$ cat config.mk
export PLATFORM = sky130hd
export DESIGN_NAME = bus_interface_unit
export DESIGN_NICKNAME = d
export VERILOG_FILES = /design/src/rtl/bus_interface_unit.sv
export SDC_FILE = /design/constraint.sdc
export NUM_CORES = 1
export LEC_CHECK = 0
export ABC_AREA = 1
export CAP_MARGIN = 40
export CORE_MARGIN = 3
export CORE_UTILIZATION = 38
export CTS_CLUSTER_SIZE = 10
export DETAILED_ROUTE_END_ITERATION = 16
export PLACE_DENSITY = 0.77
export SYNTH_ARGS = -nofsm -noshare
export SYNTH_HDL_FRONTEND = slang
export SYNTH_SLANG_ARGS = --single-unit
$ cat constraint.sdc
create_clock -name clk -period 0.8 [get_ports clk]
set_clock_uncertainty 0.15 [all_clocks]
set_input_delay 0.08 -clock clk [delete_from_list [all_inputs] [get_ports clk]]
set_output_delay 0.08 -clock clk [all_outputs]
set_load 0.02 [all_outputs]
$ cat src/rtl/bus_interface_unit.sv
// bus_interface_unit
//   Registered bridge between the register file and the external memory bus.
//   Every rising clk edge, it decodes one bus command from SEL_BIU and the
//   register operands. The result appears on the bus one cycle later.
//
// Ports
//   clk                 in   system clock, rising edge
//   reset               in   asynchronous active-low reset; clears all outputs
//   NUM[2:0]            in   unsigned immediate offset for indexed reads
//   RX[7:0]             in   base address operand
//   RY[7:0]             in   write-data operand
//   SEL_BIU[1:0]        in   00 read, 01 write, 10 indexed read, 11 idle
//   o_Address_Data_Bus  out  registered address
//   o_DataOut_Bus       out  registered write data (zero unless writing)
//   W_R                 out  1 = write, 0 = read/idle
module bus_interface_unit (
  input  logic       clk,
  input  logic       reset,
  input  logic [2:0] NUM,
  input  logic [7:0] RX,
  input  logic [7:0] RY,
  input  logic [1:0] SEL_BIU,
  output logic [7:0] o_Address_Data_Bus,
  output logic [7:0] o_DataOut_Bus,
  output logic       W_R
);

  localparam logic [1:0] CMD_READ  = 2'b00;
  localparam logic [1:0] CMD_WRITE = 2'b01;
  localparam logic [1:0] CMD_IDXRD = 2'b10;

  logic [7:0] addr_d;
  logic [7:0] data_d;
  logic       wr_d;

  // Next bus state. Any encoding not listed decodes as idle, including
  // 2'b11. This keeps the bus quiet, with zero data and the strobe low.
  always_comb begin
    addr_d = 8'h00;
    data_d = 8'h00;
    wr_d   = 1'b0;
    case (SEL_BIU)
      CMD_READ:  addr_d = RX;
      CMD_WRITE: begin
        addr_d = RX;
        data_d = RY;
        wr_d   = 1'b1;
      end
      // The offset is zero-extended. The sum wraps modulo 256.
      CMD_IDXRD: addr_d = RX + {5'b0, NUM};
      default:   ;
    endcase
  end

  always_ff @(posedge clk or negedge reset) begin
    if (!reset) begin
      o_Address_Data_Bus <= 8'h00;
      o_DataOut_Bus      <= 8'h00;
      W_R                <= 1'b0;
    end else begin
      o_Address_Data_Bus <= addr_d;
      o_DataOut_Bus      <= data_d;
      W_R                <= wr_d;
    end
  end

endmodule

==> flow_metrics.tcl, run 1 <==
set metrics [dict create \
    run_status "complete, but fails checks" \
    failing_checks "hold timing, setup timing" \
    die_area_um2 2680 \
    area_after_dpl_um2 1350 \
    timing.max_slew.rel_slack_pct 80.3 \
    clkTransAtPathRegs_ps 100 \
    syn_area_per_cell_um2 8.65 \
    critical_path_class "input pin to flip-flop" \
    worst_pin_slew_ps 295 \
    synth-seq-area-share_pct 53.5 \
    place.detailed.hpwl_um 1540 \
    setup_viol_count_final 24 \
    maxSlewViolCount 0 \
    num_antenna_cells 0 \
    hold_class "input pin to flip-flop" \
    power_frac_clock_pct 21.3 \
    cts_tree "built" \
    syn_nets 120 \
    cts.path.max_buffers 2 \
    clock-sinks 17 \
    setup.worst_path.end_class "flip-flop" \
    synth_top_area_share_pct 53.5 \
    ys_seq_elements 17 \
    layout.cell_area.non_filler_um2 1530 \
    timing.critical_path.from_type "input pin" \
    synth_largest_area_cell "dfrtp_1" \
    fillCellCount 112 \
    internal_power_w 0.00147 \
    detail_route.first_pass.iterations 4 \
    yosysUniqueCellTypes 16 \
    design.final.nets 177 \
    cp.required_ps 840 \
    flow.area_growth_from_synthesis_pct 92.8 \
    final-instance-count-excl-fill 173 \
    switchingPower_w 0.000589 \
    placeableCoreArea_um2 1860 \
    combinationalPowerShare_pct 33.2 \
    cts_inserted_buffers 3 \
    maximum_number_of_pins_on_one_net_before_global_route_repair 18 \
    routed_via_density 4.70 \
    place.detailed.instances 166 \
    hold_viol 18 \
    initial_core_util_pct 42.8 \
    final_period_minus_worst_setup_slack_ps 1050 \
    post_synth_main_area_contributors "dfrtp_1, nand2_1, nor2_1" \
    grt_pass1_vias 855 \
    gate_count_of_the_mapped_netlist 92 \
    grt_remaining_overflow 0 \
    cts_max_level 1 \
    crit_path_max_fanout 3 \
    numPortBuffers 39 \
    clock-root-buffer "clkbuf_4" \
    grt_pass1_wl_um 3550 \
    wl_per_cell_um 12.9 \
    gp_routability_congestion 0.804 \
    p_sw_share_pct 28.6 \
    grt_setup_unrepaired "yes" \
    drv.max_cap_violation_count 0 \
    max-vdd-ir-drop_uv 717 \
    route.detailed.drc 0 \
    drt_iter0_markers 26 \
    syn_area_um2 796 \
    dr_total_vias 813 \
    global_router_s_overall_resource_usage_pct 18.3 \
    die_x_um 51.8 \
    finalCritPeriodShare_pct 132 \
    mostFrequentLayoutCell "buf_6" \
    arrival_ps 1090 \
    antenna_found_initial 0 \
    yosys_warnings 0 \
    postLayoutSetupSlackWorst_ps -254 \
    hold-worst-slack_ps -111 \
    floorplan.die.height_um 51.8 \
    layout.cells.most_common_list "buf_6, dfrtp_1, nand2_1" \
    power.density_nw_per_um2 1340 \
    pwr-share-seq_pct 45.5 \
    ant_nets 0 \
    totalWireLength_um 2230 \
    ioPinCount 40 \
    total_leakage_power_nw 0.791 \
    std_cell_rows 15 \
    clock.fmax_ghz 0.949 \
    layout-drive-gt1-share_pct 42.6 \
]
-- stage by stage --
stage / total power, W / worst slack, ps / setup TNS [ps] / utilization, % / hold slack (ps)
after CTS: 0.00202 / -244 / -4740 / 80.3 / -128
after global placement: 0.00148 / -916 / -15940 / 72.4 / 282
final: 0.00206 / -254 / -4840 / 82.6 / -111
after detailed placement: 0.00150 / -974 / -16320 / 72.4 / 280
after floorplan: 0.00116 / -364 / -1660 / - / -366
after global routing: 0.00217 / -276 / -5640 / 82.6 / -125
-- final timing paths --
kind	slack, ps	from	end	cells after the start
worst max-delay path	-250	RX[0]	o_Address_Data_Bus[6]	9
worst min-delay path	-110	RX[2]	o_Address_Data_Bus[2]	3
max in group asynchronous	400	reset	o_DataOut_Bus[3]	2
min in group asynchronous	-30	reset	o_DataOut_Bus[4]	2
-- layout make-up --
cell class,instances,area [um^2],share of cell area (%)
Multi-Input combinational cell,59,454,29.6
Inverter,16,60.1,3.92
Timing Repair Buffer,52,537,35.0
Clock buffer,4,26.3,1.71
Tap cell,25,31.3,2.04
Sequential cell,17,425,27.7
-- power by group through the flow --
stage               logic (W)  clock network [W]  registers [W]
global route         0.000730           0.000497       0.000940
global placement     0.000542                  0       0.000939
detailed placement   0.000558                  0       0.000941
CTS                  0.000630           0.000450       0.000935
floorplan            0.000152                  0        0.00101
finish               0.000682           0.000439       0.000935
-- worst max-delay path, cell delays in order --
cell and delay (ps):
buf_8 100, ha_4 150, fa_2 390, nand2_4 90, a21oi_4 60, nand3_1 80, nand2_1 50, nand2_1 60
inv_1 40
-- state kept, by name (all words and copies together) (netlist names) --
| name | count |
|---|---|
| W_R | 1 |
| o_Address_Data_Bus | 8 |
| o_DataOut_Bus | 8 |
-- cell usage after synthesis --
cell	number
nor2_1	17
inv_2	1
nand3b_1	1
nand2_1	22
nand2_2	1
nor2_2	1
fa_1	1
nand3_1	6
ha_1	4
inv_1	15
a21oi_2	1
a21oi_1	1
a22o_1	2
o21ai_0	1
nor3b_1	1
dfrtp_1	17
-- cells by family after synthesis --
family          share of synthesized area, %
fa+ha+maj                               8.81
simple gates                            25.6
flops                                   53.5
buf+inv                                 7.55
compound gates                          4.56
-- metal layers --
metal / routed length [um] / up-vias / GRT usage [%]
li1: - / 393 / -
met1: 901 / 375 / 18.0
met2: 1120 / 43 / 34.7
met3: 191 / 2 / 5.16
met4: 14 / 0 / 8.73
met5: 0 / - / 0
-- what timing repair did --
action	in CTS	in global routing
buffers inserted	3	2
hold endpoints to repair	18	18
gates cloned	0	0
endpoints found under the setup margin	34	25
pin swaps	26	12
resized for setup	164	10
No activity file was read; power rests on OpenSTA's default activity.
==> run 2, diff against run 1 <==
--- a/config.mk
+++ b/config.mk
@@ -12,6 +12,8 @@
 export CTS_CLUSTER_SIZE = 10
 export DETAILED_ROUTE_END_ITERATION = 16
 export PLACE_DENSITY = 0.77
+export REMOVE_ABC_BUFFERS = 1
+export SKIP_LAST_GASP = 1
 export SYNTH_ARGS = -nofsm -noshare
 export SYNTH_HDL_FRONTEND = slang
 export SYNTH_SLANG_ARGS = --single-unit
==> flow_metrics.tcl, run 2 (same netlist as run 1, synthesis figures left out) <==
set metrics [dict create \
    initial_core_util_pct 42.8 \
    gp_routability_congestion 0.836 \
    cts_max_level 1 \
    grt_pass1_vias 743 \
    critical_path_class "input pin to flip-flop" \
    crit_path_top_delay_cell "fa_2" \
    setup_viol_count_final 24 \
    arrival_ps 1110 \
    timing.max_slew.rel_slack_pct 84.8 \
    grt_pass1_wl_um 3200 \
    final-instance-count-excl-fill 175 \
    placeableCoreArea_um2 1860 \
    die_area_um2 2680 \
    cells_along_the_critical_path "buf_6 -> ha_4 -> fa_2 -> nand2_2 -> a21oi_2 -> nand3_1 -> nand2_1 -> nand2_1 -> inv_1" \
    hold_viol 21 \
    layout.cells.most_common_list "buf_6, dfrtp_1, nand2_1" \
    routed_via_density 4.78 \
    route.detailed.drc 0 \
    floorplan.die.height_um 51.8 \
    hold_class "input pin to flip-flop" \
    ant_nets 0 \
    critical_path.most_common_cell "nand2_1" \
    grt_setup_unrepaired "yes" \
    mostFrequentLayoutCell "buf_6" \
    timing.critical_path.from_type "input pin" \
    num_antenna_cells 0 \
    wl_per_cell_um 14.2 \
    detail_route.first_pass.iterations 4 \
    std_cell_rows 15 \
    placement.setup.worst_slack_ps -976 \
    postLayoutSetupSlackWorst_ps -279 \
    critical-path-max-stage-delay_ps 350 \
    ioPinCount 40 \
    max-vdd-ir-drop_uv 752 \
    place.detailed.instances 163 \
    maxSlewViolCount 0 \
    drv.max_cap_violation_count 0 \
    place.detailed.hpwl_um 1460 \
    total_leakage_power_nw 0.792 \
    totalWireLength_um 2480 \
    cp.required_ps 830 \
    maximum_number_of_pins_on_one_net_before_global_route_repair 18 \
    drt_iter0_markers 8 \
    hold-worst-slack_ps -83.0 \
    grt_remaining_overflow 0 \
    failing_checks "hold timing, setup timing" \
    clock.fmax_ghz 0.927 \
    design_power_total_w 0.00209 \
    final_period_minus_worst_setup_slack_ps 1080 \
    clock-root-buffer "clkbuf_4" \
    critical_path.n_buffers_inverters 2 \
    finalCritPeriodShare_pct 135 \
    cts.path.max_buffers 2 \
    cts_inserted_buffers 3 \
    reg.largest.list "o_Address_Data_Bus (8), o_DataOut_Bus (8), W_R (1)" \
    numPortBuffers 39 \
    die_x_um 51.8 \
    crit_path_max_fanout 3 \
    worst_pin_slew_ps 227 \
    design.final.nets 179 \
    layout-drive-gt1-share_pct 44.7 \
    cts_tree "built" \
    postLayoutCoreUtil_pct 83.3 \
    flow.area_growth_from_synthesis_pct 94.5 \
    power.density_nw_per_um2 1350 \
    critPathTopFamily "adder cells" \
    setup.worst_path.end_class "flip-flop" \
    dr_total_vias 837 \
    run_status "complete, but fails checks" \
    antenna_found_initial 0 \
    clock-sinks 17 \
    global_router_s_overall_resource_usage_pct 16.4 \
    clkTransAtPathRegs_ps 90 \
]
-- run 2: changes by cell type in the layout (fill, tap and decap cells not counted), moves of 2 or more --
cell,delta
nor2_2,+3
buf_6,+2
nand2_4,-2
nor2_1,-2
-- run 2: stage by stage --
step                      setup TNS (ps)  hold slack (ps)  instance area (um^2)
after floorplan                    -2290             -366                   796
after global placement            -15820              282                  1280
after detailed placement          -16510              279                  1280
after CTS                          -5000            -23.7                  1410
after global routing               -5890            -98.4                  1550
final                              -5010            -83.0                  1550
-- run 2: final cells by class --
class	instances	area (um^2)
repair buffers	54	559
multi-input cells	59	445
flip-flops and latches	17	425
fillers	95	310
inverters	16	60.1
well taps	25	31.3
clock buffers	4	26.3
-- run 2: where the power goes --
group	internal, W	switching (W)
Combinational	0.000380	0.000333
Clock	0.000193	0.000246
Sequential	0.000911	0.0000243
-- run 2: final timing paths --
| kind | from | to | cells after the start |
|---|---|---|---|
| setup / recovery | RX[0] | o_Address_Data_Bus[6] | 9 |
| hold / removal | RX[1] | o_Address_Data_Bus[1] | 2 |
| max in group asynchronous | reset | o_Address_Data_Bus[0] | 2 |
| min in group asynchronous | reset | o_DataOut_Bus[2] | 2 |
-- run 2: per-layer routing --
| metal | global-route usage (%) | share of wire [%] | up-vias |
|---|---|---|---|
| li1 | - | - | 400 |
| met1 | 14.5 | 35 | 387 |
| met2 | 33.9 | 55 | 44 |
| met3 | 4.87 | 7.6 | 6 |
| met4 | 5.24 | 2.5 | 0 |
| met5 | 0 | 0 | - |
-- run 2: timing repair --
item                                    4_1_cts  5_1_grt
hold endpoints to repair                     20       21
gates cloned                                  0        0
pin swaps                                    20       17
buffers inserted                              2        6
resized for setup                           155       26
endpoints found under the setup margin       34       31
